`src/rtl/radar_dsp_pkg.sv`:
```
// radar_dsp_pkg: shared FSM state, widths and helpers for the FFT chain.
// The Hann ROM constant is present only when FFT_WINDOW_EN is defined.
package radar_dsp_pkg;

  localparam int DEF_DATA_W = 12;

  typedef enum logic [2:0] {
    IDLE,
    FILL,
    ARM,
    FEED,
    WAIT,
    DRAIN
  } fsm_state_t;

  function automatic int clog2(input int v);
    int r;
    r = 0;
    for (int i = 0; i < 31; i++)
      if ((1 << i) < v) r = i + 1;
    return r;
  endfunction

`ifdef FFT_WINDOW_EN
  // Half of a 64-point Hann window, unsigned Q1.15, w[n] = w[64-n].
  localparam logic [15:0] HANN_HALF [33] = '{
    16'd0,     16'd79,    16'd315,   16'd705,
    16'd1247,  16'd1935,  16'd2761,  16'd3719,
    16'd4799,  16'd5990,  16'd7282,  16'd8661,
    16'd10114, 16'd11628, 16'd13188, 16'd14778,
    16'd16384, 16'd17990, 16'd19580, 16'd21140,
    16'd22654, 16'd24107, 16'd25486, 16'd26778,
    16'd27969, 16'd29049, 16'd30007, 16'd30833,
    16'd31521, 16'd32063, 16'd32453, 16'd32689,
    16'd32768
  };

  // Other lengths reuse the 64-point table at the nearest phase.
  function automatic logic [15:0] hann_q15(
    input int n,
    input int len
  );
    int p;
    p = (n * 64) / len;
    if (p > 32) p = 64 - p;
    return HANN_HALF[p];
  endfunction
`endif

endpackage

```
`src/rtl/fft_peak_tracker.sv`:
```
// fft_peak_tracker: per-frame maximum over the non-mirrored bins of the
// magnitude stream; the lower bin wins a tie.
module fft_peak_tracker
  import radar_dsp_pkg::*;
#(
  parameter int FFT_LEN = 64,
  parameter int DATA_W  = DEF_DATA_W,
  parameter int MIN_BIN = 1,
  localparam int AW     = clog2(FFT_LEN)
) (
  input  logic              clk,
  input  logic              reset,
  input  logic              m_valid,
  input  logic [AW-1:0]     m_bin,
  input  logic [DATA_W-1:0] m_mag1,
  input  logic [DATA_W-1:0] m_mag2,
  input  logic              m_last,
  output logic              peak_valid,
  output logic [AW-1:0]     peak_bin,
  output logic [DATA_W-1:0] peak_mag,
  output logic [15:0]       frame_cnt
);

  logic              have, have_nx;
  logic [AW-1:0]     best_bin, bin_nx;
  logic [DATA_W-1:0] best_mag, mag_nx;
  logic [AW-1:0]     bin2;
  logic              ok1, ok2;

  assign bin2 = m_bin | AW'(1);
  assign ok1  = int'(m_bin) >= MIN_BIN
             && int'(m_bin) < FFT_LEN / 2;
  assign ok2  = int'(bin2) >= MIN_BIN
             && int'(bin2) < FFT_LEN / 2;

  // mag1 is folded in before mag2, strict compare keeps the lower bin.
  always_comb begin
    have_nx = have;
    bin_nx  = best_bin;
    mag_nx  = best_mag;
    if (ok1 && (!have_nx || m_mag1 > mag_nx)) begin
      have_nx = 1'b1;
      bin_nx  = m_bin;
      mag_nx  = m_mag1;
    end
    if (ok2 && (!have_nx || m_mag2 > mag_nx)) begin
      have_nx = 1'b1;
      bin_nx  = bin2;
      mag_nx  = m_mag2;
    end
  end

  always_ff @(posedge clk) begin
    if (reset) begin
      have       <= 1'b0;
      best_bin   <= '0;
      best_mag   <= '0;
      peak_valid <= 1'b0;
      peak_bin   <= '0;
      peak_mag   <= '0;
      frame_cnt  <= '0;
    end else begin
      peak_valid <= 1'b0;
      if (m_valid && m_last) begin
        have       <= 1'b0;
        peak_valid <= 1'b1;
        peak_bin   <= bin_nx;
        peak_mag   <= mag_nx;
        frame_cnt  <= frame_cnt + 1'b1;
      end else if (m_valid) begin
        have     <= have_nx;
        best_bin <= bin_nx;
        best_mag <= mag_nx;
      end
    end
  end

endmodule

```
`src/rtl/fft_frame_ctrl.sv`:
```
// fft_frame_ctrl: frame buffer and sequencer around dft_top + magnitude.
// Define FFT_WINDOW_EN to apply a Hann window while feeding the FFT.
module fft_frame_ctrl
  import radar_dsp_pkg::*;
#(
  parameter int FFT_LEN = 64,
  parameter int DATA_W  = DEF_DATA_W,
  parameter int MIN_BIN = 1,
  parameter int TIMEOUT = 4096,
  localparam int AW     = clog2(FFT_LEN)
) (
  input  logic              clk,
  input  logic              reset,
  input  logic              run,
  input  logic              s_valid,
  input  logic [DATA_W-1:0] s_data,
  output logic              s_ready,
  output logic              fft_next,
  output logic [DATA_W-1:0] fft_x0,
  output logic [DATA_W-1:0] fft_x1,
  output logic [DATA_W-1:0] fft_x2,
  output logic [DATA_W-1:0] fft_x3,
  input  logic              fft_next_out,
  input  logic [DATA_W-1:0] fft_mag1,
  input  logic [DATA_W-1:0] fft_mag2,
  output logic              m_valid,
  output logic [AW-1:0]     m_bin,
  output logic [DATA_W-1:0] m_mag1,
  output logic [DATA_W-1:0] m_mag2,
  output logic              m_last,
  output logic              peak_valid,
  output logic [AW-1:0]     peak_bin,
  output logic [DATA_W-1:0] peak_mag,
  output logic [15:0]       frame_cnt,
  output logic              err_timeout
);

  localparam int HW   = AW - 1;
  localparam int HALF = FFT_LEN / 2;
  localparam int CMAX = (TIMEOUT > FFT_LEN) ? TIMEOUT : FFT_LEN;
  localparam int CW   = clog2(CMAX + 1);
`ifdef FFT_WINDOW_EN
  localparam int ARM_CYC = 2;
`else
  localparam int ARM_CYC = 1;
`endif

  fsm_state_t        state, state_nx;
  logic [CW-1:0]     cnt;
  logic              fill_done, arm_done, last_pair, wait_tmo;
  logic              wr_en, rd_en, feed;
  logic [HW-1:0]     rd_addr;
  logic [DATA_W-1:0] mem_e [HALF];
  logic [DATA_W-1:0] mem_o [HALF];
  logic [DATA_W-1:0] rd_e, rd_o;
  logic [DATA_W-1:0] x_e, x_o;

  assign fill_done = s_valid && cnt == CW'(FFT_LEN - 1);
  assign arm_done  = cnt == CW'(ARM_CYC - 1);
  assign last_pair = cnt == CW'(HALF - 1);
  assign wait_tmo  = cnt == CW'(TIMEOUT - 1);

  always_ff @(posedge clk) begin
    if (reset) state <= IDLE;
    else       state <= state_nx;
  end

  always_comb begin
    state_nx = state;
    unique case (state)
      IDLE:  if (run) state_nx = FILL;
      FILL:  if (fill_done) state_nx = ARM;
      ARM:   if (arm_done) state_nx = FEED;
      FEED:  if (last_pair) state_nx = WAIT;
      WAIT: begin
        if (fft_next_out)  state_nx = DRAIN;
        else if (wait_tmo) state_nx = IDLE;
      end
      DRAIN: if (last_pair) state_nx = run ? FILL : IDLE;
      default: state_nx = IDLE;
    endcase
  end

  always_comb begin
    s_ready  = state == FILL;
    wr_en    = state == FILL && s_valid;
    rd_en    = state == ARM || state == FEED;
    feed     = state == FEED;
    fft_next = state == ARM && arm_done;
  end

  // One counter serves fill index, arm/feed/drain step and wait time.
  always_ff @(posedge clk) begin
    if (reset || state_nx != state)
      cnt <= '0;
    else if (state != IDLE && (state != FILL || s_valid))
      cnt <= cnt + 1'b1;
  end

  // Read runs ARM_CYC pairs ahead so data lines up after fft_next.
  assign rd_addr = feed ? HW'(cnt) + HW'(ARM_CYC) : HW'(cnt);

  always_ff @(posedge clk) begin
    if (wr_en && !cnt[0]) mem_e[cnt[AW-1:1]] <= s_data;
    if (wr_en &&  cnt[0]) mem_o[cnt[AW-1:1]] <= s_data;
    if (rd_en) begin
      rd_e <= mem_e[rd_addr];
      rd_o <= mem_o[rd_addr];
    end
  end

`ifdef FFT_WINDOW_EN
  localparam int PW = DATA_W + 17;

  logic [HW-1:0]        rd_addr_q;
  logic [15:0]          c_e, c_o;
  logic signed [PW-1:0] p_e, p_o;

  always_ff @(posedge clk)
    if (rd_en) rd_addr_q <= rd_addr;

  always_comb begin
    c_e = hann_q15(2 * int'(rd_addr_q), FFT_LEN);
    c_o = hann_q15(2 * int'(rd_addr_q) + 1, FFT_LEN);
  end

  assign p_e = $signed(rd_e) * $signed({1'b0, c_e})
             + PW'(16384);
  assign p_o = $signed(rd_o) * $signed({1'b0, c_o})
             + PW'(16384);

  always_ff @(posedge clk)
    if (rd_en) begin
      x_e <= p_e[DATA_W+14:15];
      x_o <= p_o[DATA_W+14:15];
    end
`else
  assign x_e = rd_e;
  assign x_o = rd_o;
`endif

  assign fft_x0 = feed ? x_e : '0;
  assign fft_x1 = '0;
  assign fft_x2 = feed ? x_o : '0;
  assign fft_x3 = '0;

  always_ff @(posedge clk) begin
    if (reset) begin
      m_valid <= 1'b0;
      m_last  <= 1'b0;
      m_bin   <= '0;
      m_mag1  <= '0;
      m_mag2  <= '0;
    end else begin
      m_valid <= state == DRAIN;
      m_last  <= state == DRAIN && last_pair;
      if (state == DRAIN) begin
        m_bin  <= {cnt[HW-1:0], 1'b0};
        m_mag1 <= fft_mag1;
        m_mag2 <= fft_mag2;
      end
    end
  end

  always_ff @(posedge clk) begin
    if (reset)
      err_timeout <= 1'b0;
    else if (state == WAIT && !fft_next_out && wait_tmo)
      err_timeout <= 1'b1;
  end

  fft_peak_tracker #(
    .FFT_LEN (FFT_LEN),
    .DATA_W  (DATA_W),
    .MIN_BIN (MIN_BIN)
  ) u_peak (
    .clk        (clk),
    .reset      (reset),
    .m_valid    (m_valid),
    .m_bin      (m_bin),
    .m_mag1     (m_mag1),
    .m_mag2     (m_mag2),
    .m_last     (m_last),
    .peak_valid (peak_valid),
    .peak_bin   (peak_bin),
    .peak_mag   (peak_mag),
    .frame_cnt  (frame_cnt)
  );

endmodule

```
`config.mk`:
```
export PLATFORM = sky130hd
export DESIGN_NAME = fft_frame_ctrl
export DESIGN_NICKNAME = d
export VERILOG_FILES = /design/src/rtl/radar_dsp_pkg.sv /design/src/rtl/fft_peak_tracker.sv /design/src/rtl/fft_frame_ctrl.sv
export SDC_FILE = /design/constraint.sdc
export NUM_CORES = 1
export LEC_CHECK = 0
export BUFFER_PORTS_ARGS = -buffer_cell sky130_fd_sc_hd__buf_2
export CORE_AREA = 4 4 288 290
export CTS_CLUSTER_DIAMETER = 30
export DETAILED_ROUTE_END_ITERATION = 7
export DIE_AREA = 0 0 292 294
export PLACE_DENSITY_LB_ADDON = 0.3
export RECOVER_POWER = 50
export SYNTH_ARGS = -nofsm -noshare
export SYNTH_HDL_FRONTEND = slang
export SYNTH_SLANG_ARGS = --single-unit
```
`constraint.sdc`:
```
create_clock -name clk -period 6.2 [get_ports clk]
set_clock_uncertainty 0.2 [all_clocks]
set_input_delay 0.31 -clock clk [delete_from_list [all_inputs] [get_ports clk]]
set_output_delay 0.31 -clock clk [all_outputs]
set_load 0.01 [all_outputs]
```
==> impl_metrics.tcl, run 1 <==
set metrics [dict create \
    diodes 0 \
    syn_area_per_cell_um2 16.4 \
    grt_pass1_wl_mm 131 \
    final_common_cell "edfxtp_1" \
    die_h_um 294 \
    clkTransAtPathRegs_ns 0.05 \
    boundaryPins 159 \
    grt_max_degree 97 \
    maxSlewHeadroom -1.23 \
    post_drt_wl_per_cell_um 24.0 \
    synth-async-reset-ratio 0 \
    final_max_slew_viol_count 839 \
    route.antenna.remaining_nets 0 \
    ys_seq_elements 894 \
    die_x_um 292 \
    cp-start-kind "flop" \
    place.gp.congestion 0.799 \
    post-dp-hpwl_mm 50.6 \
    nNetsFinal 2524 \
    cts_sinks 894 \
    synth_top_cell_area_share 0.662 \
    rows 104 \
    core_um2 80300 \
    area_delta_synth_final_pct 21.6 \
    cts_max_level 4 \
    yosys_most_used_dff "edfxtp_1" \
    p_leak_uw 0.0146 \
    dp_slack_ns 1.11 \
    ys_top_cells_by_area "edfxtp_1 66%, mux4_2 6.0%, dfxtp_1 5.7%" \
    clock_path_buffers 3 \
    path_max_fanout 14 \
    drtIter0Drc 1889 \
    clock_latency_ns 0.75 \
    routed_wl_mm 87.7 \
    peakVddDrop_mv 0.263 \
    fmax_mhz 196 \
    tightest_slew_ns 3.35 \
    cp.required_ns 6.62 \
    viasPerCell 5.64 \
    drive_above_1_share 0.231 \
    yosys_warnings 0 \
    violations "capacitance limit, slew limit" \
    status "complete, but fails checks" \
    drcViolationCount 0 \
    end_kind "flop" \
    firstDrtPassIters 6 \
    grt_pass1_vias 21000 \
    overflow 0 \
    ys_seq_area_frac 0.719 \
    numCtsBuffers 164 \
    hold_viol_final 0 \
    synth.distinct_cells 60 \
    vias 20600 \
    rsz0062_at_grt "false" \
    reg2reg_slack_ns 1.10 \
    finalSetupViolations 0 \
    most-common-layout-cells "792 x edfxtp_1, 164 x clkbuf_16, 145 x o22ai_1" \
    critPathKind "reg2reg" \
    fin_crit_ns 5.10 \
    gr-usage-all-layers 0.201 \
    tns_ns 0 \
    powerDensity_nw_per_um2 363 \
    portBuffers 133 \
    fin_ws_ns 1.10 \
    tritoncts "yes" \
    yosysTopAreaCell "edfxtp_1" \
    start_util 0.447 \
    worstPathArrival_ns 5.52 \
    min_path_type "in2reg" \
    die_area_um2 85800 \
    finalCritPeriodShare 0.823 \
    root_buffer "clkbuf_16" \
    synth_cells 2189 \
    antenna_found_initial 1 \
    syn_area_um2 35900 \
    synth_edf_count 792 \
    drv_cap 14 \
]
==> area by class of cell <==
| cell class | count | area, um^2 |
|---|---|---|
| Clock buffer | 184 | 4240 |
| Clock inverter | 123 | 1530 |
| Fill cell | 6274 | 36600 |
| Inverter | 25 | 95.1 |
| Multi-Input combinational cell | 1145 | 9310 |
| Sequential cell | 894 | 25800 |
| Tap cell | 1060 | 1330 |
| Timing Repair Buffer | 226 | 1350 |
==> worst max-delay path, cell delays in order (launching register included) <==
cell	delay, ns
dfxtp_1	0.33
inv_1	0.06
ha_1	0.29
nand4_1	0.16
nor3_1	0.32
a211oi_1	0.18
nor2_1	0.70
buf_4	0.32
mux2i_1	0.31
ha_1	0.28
and3_1	0.19
and3_1	0.21
a21o_1	0.16
a31oi_2	0.32
o21bai_1	0.57
mux2i_1	0.31
o21ai_1	0.08
==> stage by stage <==
stage	util	total power (uW)	std cells	hold WS (ns)	instance area (um^2)
floorplan	-	6800	2213	0.209	36000
global placement	0.469	6920	3313	0.237	37700
detailed placement	0.469	6930	3313	0.246	37700
CTS	0.546	16000	3656	0.0423	43800
global route	0.544	16300	3657	0.179	43700
finish	0.544	15900	3657	0.192	43700
==> report_power, final <==
group / total [uW] / switching (uW) / internal (uW) / leakage (uW)
clock: 9020 / 3210 / 5810 / 0.00276
combinational: 252 / 178 / 74.3 / 0.00386
sequential: 6580 / 3.45 / 6580 / 0.00794
==> layer usage <==
| metal | part of all wire | routed length, um | vias up | GRT usage |
|---|---|---|---|---|
| li1 | - | - | 9083 | - |
| met1 | 0.40 | 35300 | 10500 | 0.264 |
| met2 | 0.48 | 42400 | 882 | 0.325 |
| met3 | 0.079 | 6950 | 189 | 0.0448 |
| met4 | 0.035 | 3060 | 2 | 0.0865 |
| met5 | 0.00014 | 12 | - | 0 |
==> cells by family after synthesis <==
kind of cell    Yosys count  synth area share
compound gates          336            0.0550
other cells               1          0.000104
simple gates            422            0.0562
fa+ha+maj                27           0.00941
mux                     306             0.126
xor+xnor                 29           0.00781
buf+inv                 174            0.0268
flops                   894             0.719
==> sequential cells by signal (all words and copies together), names as in the netlist <==
name,count
m_last,1
m_valid,1
m_mag1,12
u_peak.peak_mag,12
u_peak.best_mag,12
u_peak.frame_cnt,16
cnt,13
rd_o,12
m_mag2,12
u_peak.peak_valid,1
err_timeout,1
m_bin,5
mem_o,384
state,3
u_peak.have,1
u_peak.peak_bin,6
mem_e,384
u_peak.best_bin,6
rd_e,12
==> synthesized netlist by cell type (2+ instances only) <==
library cell,instances
a211oi_1,2
a21bo_2,4
a21o_1,5
a21oi_1,56
a31oi_1,28
a32o_1,2
and2_1,27
and3_1,8
buf_1,5
buf_2,29
buf_4,38
buf_6,17
clkbuf_1,60
dfxtp_1,102
edfxtp_1,792
ha_1,27
inv_1,23
mux2_1,104
mux2_2,88
mux2i_1,17
mux4_2,96
nand2_1,125
nand2b_1,5
nand3_1,25
nand3b_1,2
nand4_1,7
nor2_1,124
nor2b_1,18
nor3_1,36
nor3_2,13
nor3b_1,13
nor4_1,4
o21ai_0,11
o21ai_1,74
o22ai_1,145
o31ai_1,2
or2_2,2
or3_1,6
xnor2_1,12
xor2_1,15
==> worst paths after layout <==
path | startpoint | endpoint | cells after the start
worst max-delay path | u_peak.best_mag[11] | u_peak.peak_bin[2] | 16
worst min-delay path | fft_mag2[8] | m_mag2[8] | 4
worst max register to register | u_peak.best_mag[11] | u_peak.peak_bin[2] | 16
worst min register to register | u_peak.peak_bin[3] | u_peak.peak_bin[3] | 2
==> what timing repair did <==
action | in CTS | in global routing
endpoints found under the hold margin | 50 | 0
hold buffers | 36 | 0
resized for setup | 0 | 0
buffers inserted | 0 | 0
(Power assumes the default switching activity.)
==> run 2, diff against run 1 <==
--- a/config.mk
+++ b/config.mk
@@ -5,11 +5,12 @@
 export SDC_FILE = /design/constraint.sdc
 export NUM_CORES = 1
 export LEC_CHECK = 0
+export ABC_AREA = 1
 export BUFFER_PORTS_ARGS = -buffer_cell sky130_fd_sc_hd__buf_2
-export CORE_AREA = 4 4 288 290
+export CORE_AREA = 4 4 296 298
 export CTS_CLUSTER_DIAMETER = 30
 export DETAILED_ROUTE_END_ITERATION = 7
-export DIE_AREA = 0 0 292 294
+export DIE_AREA = 0 0 300 302
 export PLACE_DENSITY_LB_ADDON = 0.3
 export RECOVER_POWER = 50
 export SYNTH_ARGS = -nofsm -noshare
==> constraint.sdc (replaced) <==
create_clock -name clk -period 5.18 [get_ports clk]
set_clock_uncertainty 0.2 [all_clocks]
set_input_delay 0.259 -clock clk [delete_from_list [all_inputs] [get_ports clk]]
set_output_delay 0.259 -clock clk [all_outputs]
set_load 0.01 [all_outputs]
==> run 2 against run 1 <==
Combinational power rose to 2.9 times the previous value. Register-to-register slack better by 0.12 ns. Worst setup slack better by 0.12 ns. Design area up 5.3%. Core utilization down 0.21 points. Sequential cell count unchanged. Largest power group unchanged. Global-route usage up 2.1 points. Via count up 32%. Largest cell class unchanged. Sequential share of layout area down 3.0 points. Clock power up 21%. The flow still finishes with violations (capacitance limit, slew limit).
==> impl_metrics.tcl, run 2 <==
set metrics [dict create \
    comb_power_share 0.037 \
    place.gp.congestion 0.873 \
    ys_top_cells_by_area "edfxtp_1 63%, nand2_1 10%, dfxtp_1 5.4%" \
    final_max_slew_viol_count 805 \
    final_common_cell "nand2_1" \
    reg2reg_slack_ns 1.21 \
    p_int_uw 15200 \
    drv_cap 13 \
    numCtsBuffers 166 \
    ys_top_cells_by_count "1033 x nand2_1, 792 x edfxtp_1, 367 x nand3_1, 367 x nor2_1, 275 x inv_1" \
    most-common-layout-cells "1033 x nand2_1, 792 x edfxtp_1, 367 x nand3_1" \
    grt_pass1_vias 26300 \
    drcViolationCount 0 \
    syn_area_um2 38000 \
    synth.distinct_cells 31 \
    peakVddDrop_mv 0.349 \
    yosys_most_used_dff "edfxtp_1" \
    worstPathArrival_ns 4.43 \
    powerDensity_nw_per_um2 424 \
    place_inst 4805 \
    synth_adder_area_share 0.00889 \
    final_cells 5145 \
    end_kind "flop" \
    synth_edf_count 792 \
    clock_path_buffers 3 \
    synth_top_cell_area_share 0.626 \
    drive_above_1_share 0.113 \
    clock_latency_ns 0.73 \
    fin_hold_ws_ns 0.0951 \
    p_leak_uw 0.0178 \
    worst_path_most_repeated_cell "nand2_1" \
    viasPerCell 5.27 \
    cts_max_level 4 \
    die_h_um 302 \
    finalCritPeriodShare 0.766 \
    path_max_fanout 13 \
    antenna_found_initial 1 \
    drtIter0Drc 2578 \
    synth_xor_area_frac 0.00303 \
    violations "capacitance limit, slew limit" \
    gr-usage-all-layers 0.222 \
    firstDrtPassIters 6 \
    maxSlewHeadroom -1.43 \
    rr_endpoint "u_peak.peak_mag[5]" \
    cts_sinks 894 \
    status "complete, but fails checks" \
    whs_endpoint "m_mag2[6]" \
    max_stage_delay_ns 0.47 \
    area_delta_synth_final_pct 21.0 \
    dp_slack_ns 1.40 \
    whs_path_depth 4 \
    start_util 0.448 \
    clkTransAtPathRegs_ns 0.05 \
    synth-async-reset-ratio 0 \
    portBuffers 133 \
    yosys_warnings 0 \
    rows 107 \
    p_seq_frac 0.405 \
    synth_compound_area_frac 0.0586 \
    post_drt_wl_per_cell_um 19.8 \
    cp-start-kind "flop" \
    fin_ws_ns 1.21 \
    postCtsSetupBuffers 0 \
    power.share.switching 0.219 \
    finalSetupViolations 0 \
    tightest_slew_ns 3.64 \
    clkPwrFrac 0.558 \
    tns_ns 0 \
    p_sw_uw 4270 \
    fmax_mhz 252 \
    synthSimpleGateAreaFrac 0.193 \
    cp.required_ns 5.64 \
    grt_pass1_wl_mm 156 \
    rsz0062_at_grt "false" \
    boundaryPins 159 \
    die_x_um 300 \
    routed_wl_mm 102 \
    syn_area_per_cell_um2 10.5 \
    synthMuxAreaShare 0 \
    ys_seq_elements 894 \
    min_path_type "in2reg" \
    route.antenna.remaining_nets 0 \
    overflow 0 \
    nNetsFinal 3928 \
    die_area_um2 90600 \
    core_um2 84900 \
    ys_seq_area_frac 0.680 \
    hold_path.startpoint "fft_mag2[6]" \
    vias 27100 \
    fin_crit_ns 3.97 \
    yosysMostFrequentCell "nand2_1" \
    root_buffer "clkbuf_16" \
    post-dp-hpwl_mm 58.1 \
    hold_viol_final 0 \
    synth_cells 3627 \
    rr_worst_depth 29 \
    reg2reg_from "u_peak.best_mag[9]" \
    crit_slowest_cell "inv_1" \
    grt_max_degree 168 \
    tritoncts "yes" \
    synth_top_family_by_area "simple AND/OR/NAND/NOR gates" \
    critPathKind "reg2reg" \
    yosysTopAreaCell "edfxtp_1" \
]
## run 2: cell count changes in the layout (fill, tap and decap cells not counted), moves of 104 or more
cell,before,now
inv_1,23,275
mux2_1,104,0
nand2_1,125,1033
nand3_1,25,367
nor2_1,124,365
o211ai_1,0,120
o21ai_0,10,144
o22ai_1,145,0
## run 2: kinds of logic (layout without fill, tap and decap cells)
family                   count (synthesis)  after routing
AND/OR/NAND/NOR                       1806           1806
flip-flops                             894            894
buffers and inverters                  509            856
AO/OA/AOI/OAI                          379            379
adder cells (fa/ha/maj)                 27             27
XOR/XNOR                                11             11
other                                    1             28
## run 2: metrics by stage
step	area [um^2]	util	power, uW
finish	46000	0.542	19500
global route	46000	0.542	20100
CTS	46100	0.543	19600
detailed placement	40100	0.472	8720
global placement	40100	0.472	8710
floorplan	38100	-	8430
## run 2: metal layers
metal	share of wire	up-vias	global-route usage
li1	-	12800	-
met1	0.43	13000	0.312
met2	0.46	1099	0.346
met3	0.078	183	0.0423
met4	0.032	0	0.0860
met5	0	-	0
## run 2: worst max-delay path: cells and delay by family, from the launching register on
family	cells	cell delay, ns
adder cells (fa/ha/maj)	2	0.59
AND/OR/NAND/NOR	22	1.92
flip-flops	1	0.30
buffers and inverters	5	0.86
## run 2: layout make-up
cell class	instances	area, um^2
antenna	3	7.51
tap	1144	1430
timing repair buffer	265	1770
sequential	894	25800
multi-input combinational	2248	10200
clock buffer	185	4300
inverter	285	1070
fill	7274	38900
clock inverter	121	1430
## run 2: worst max path at each step
stage / from / end / slack, ns / cells past startpoint
finish: u_peak.best_mag[9] / u_peak.peak_mag[5] / 1.21 / 29
global route: u_peak.best_mag[9] / u_peak.peak_mag[10] / 0.88 / 29
CTS: u_peak.best_mag[9] / u_peak.peak_mag[5] / 1.38 / 29
detailed placement: u_peak.best_mag[9] / u_peak.peak_mag[5] / 1.40 / 29
global placement: state[0] / mem_o[2][8] / 1.40 / 4
floorplan: m_mag1[11] / u_peak.best_bin[0] / 1.73 / 26
## run 2: timing repair
item	CTS	global route
resized for setup	0	0
hold endpoints to repair	53	0
hold buffers	30	0
## run 2: power by group through the flow
stage	sequential (uW)	combinational, uW	clock [uW]
detailed placement	8010	705	0
global route	7890	801	11400
floorplan	8010	419	0
CTS	7880	731	11000
finish	7890	729	10900
global placement	8010	699	0
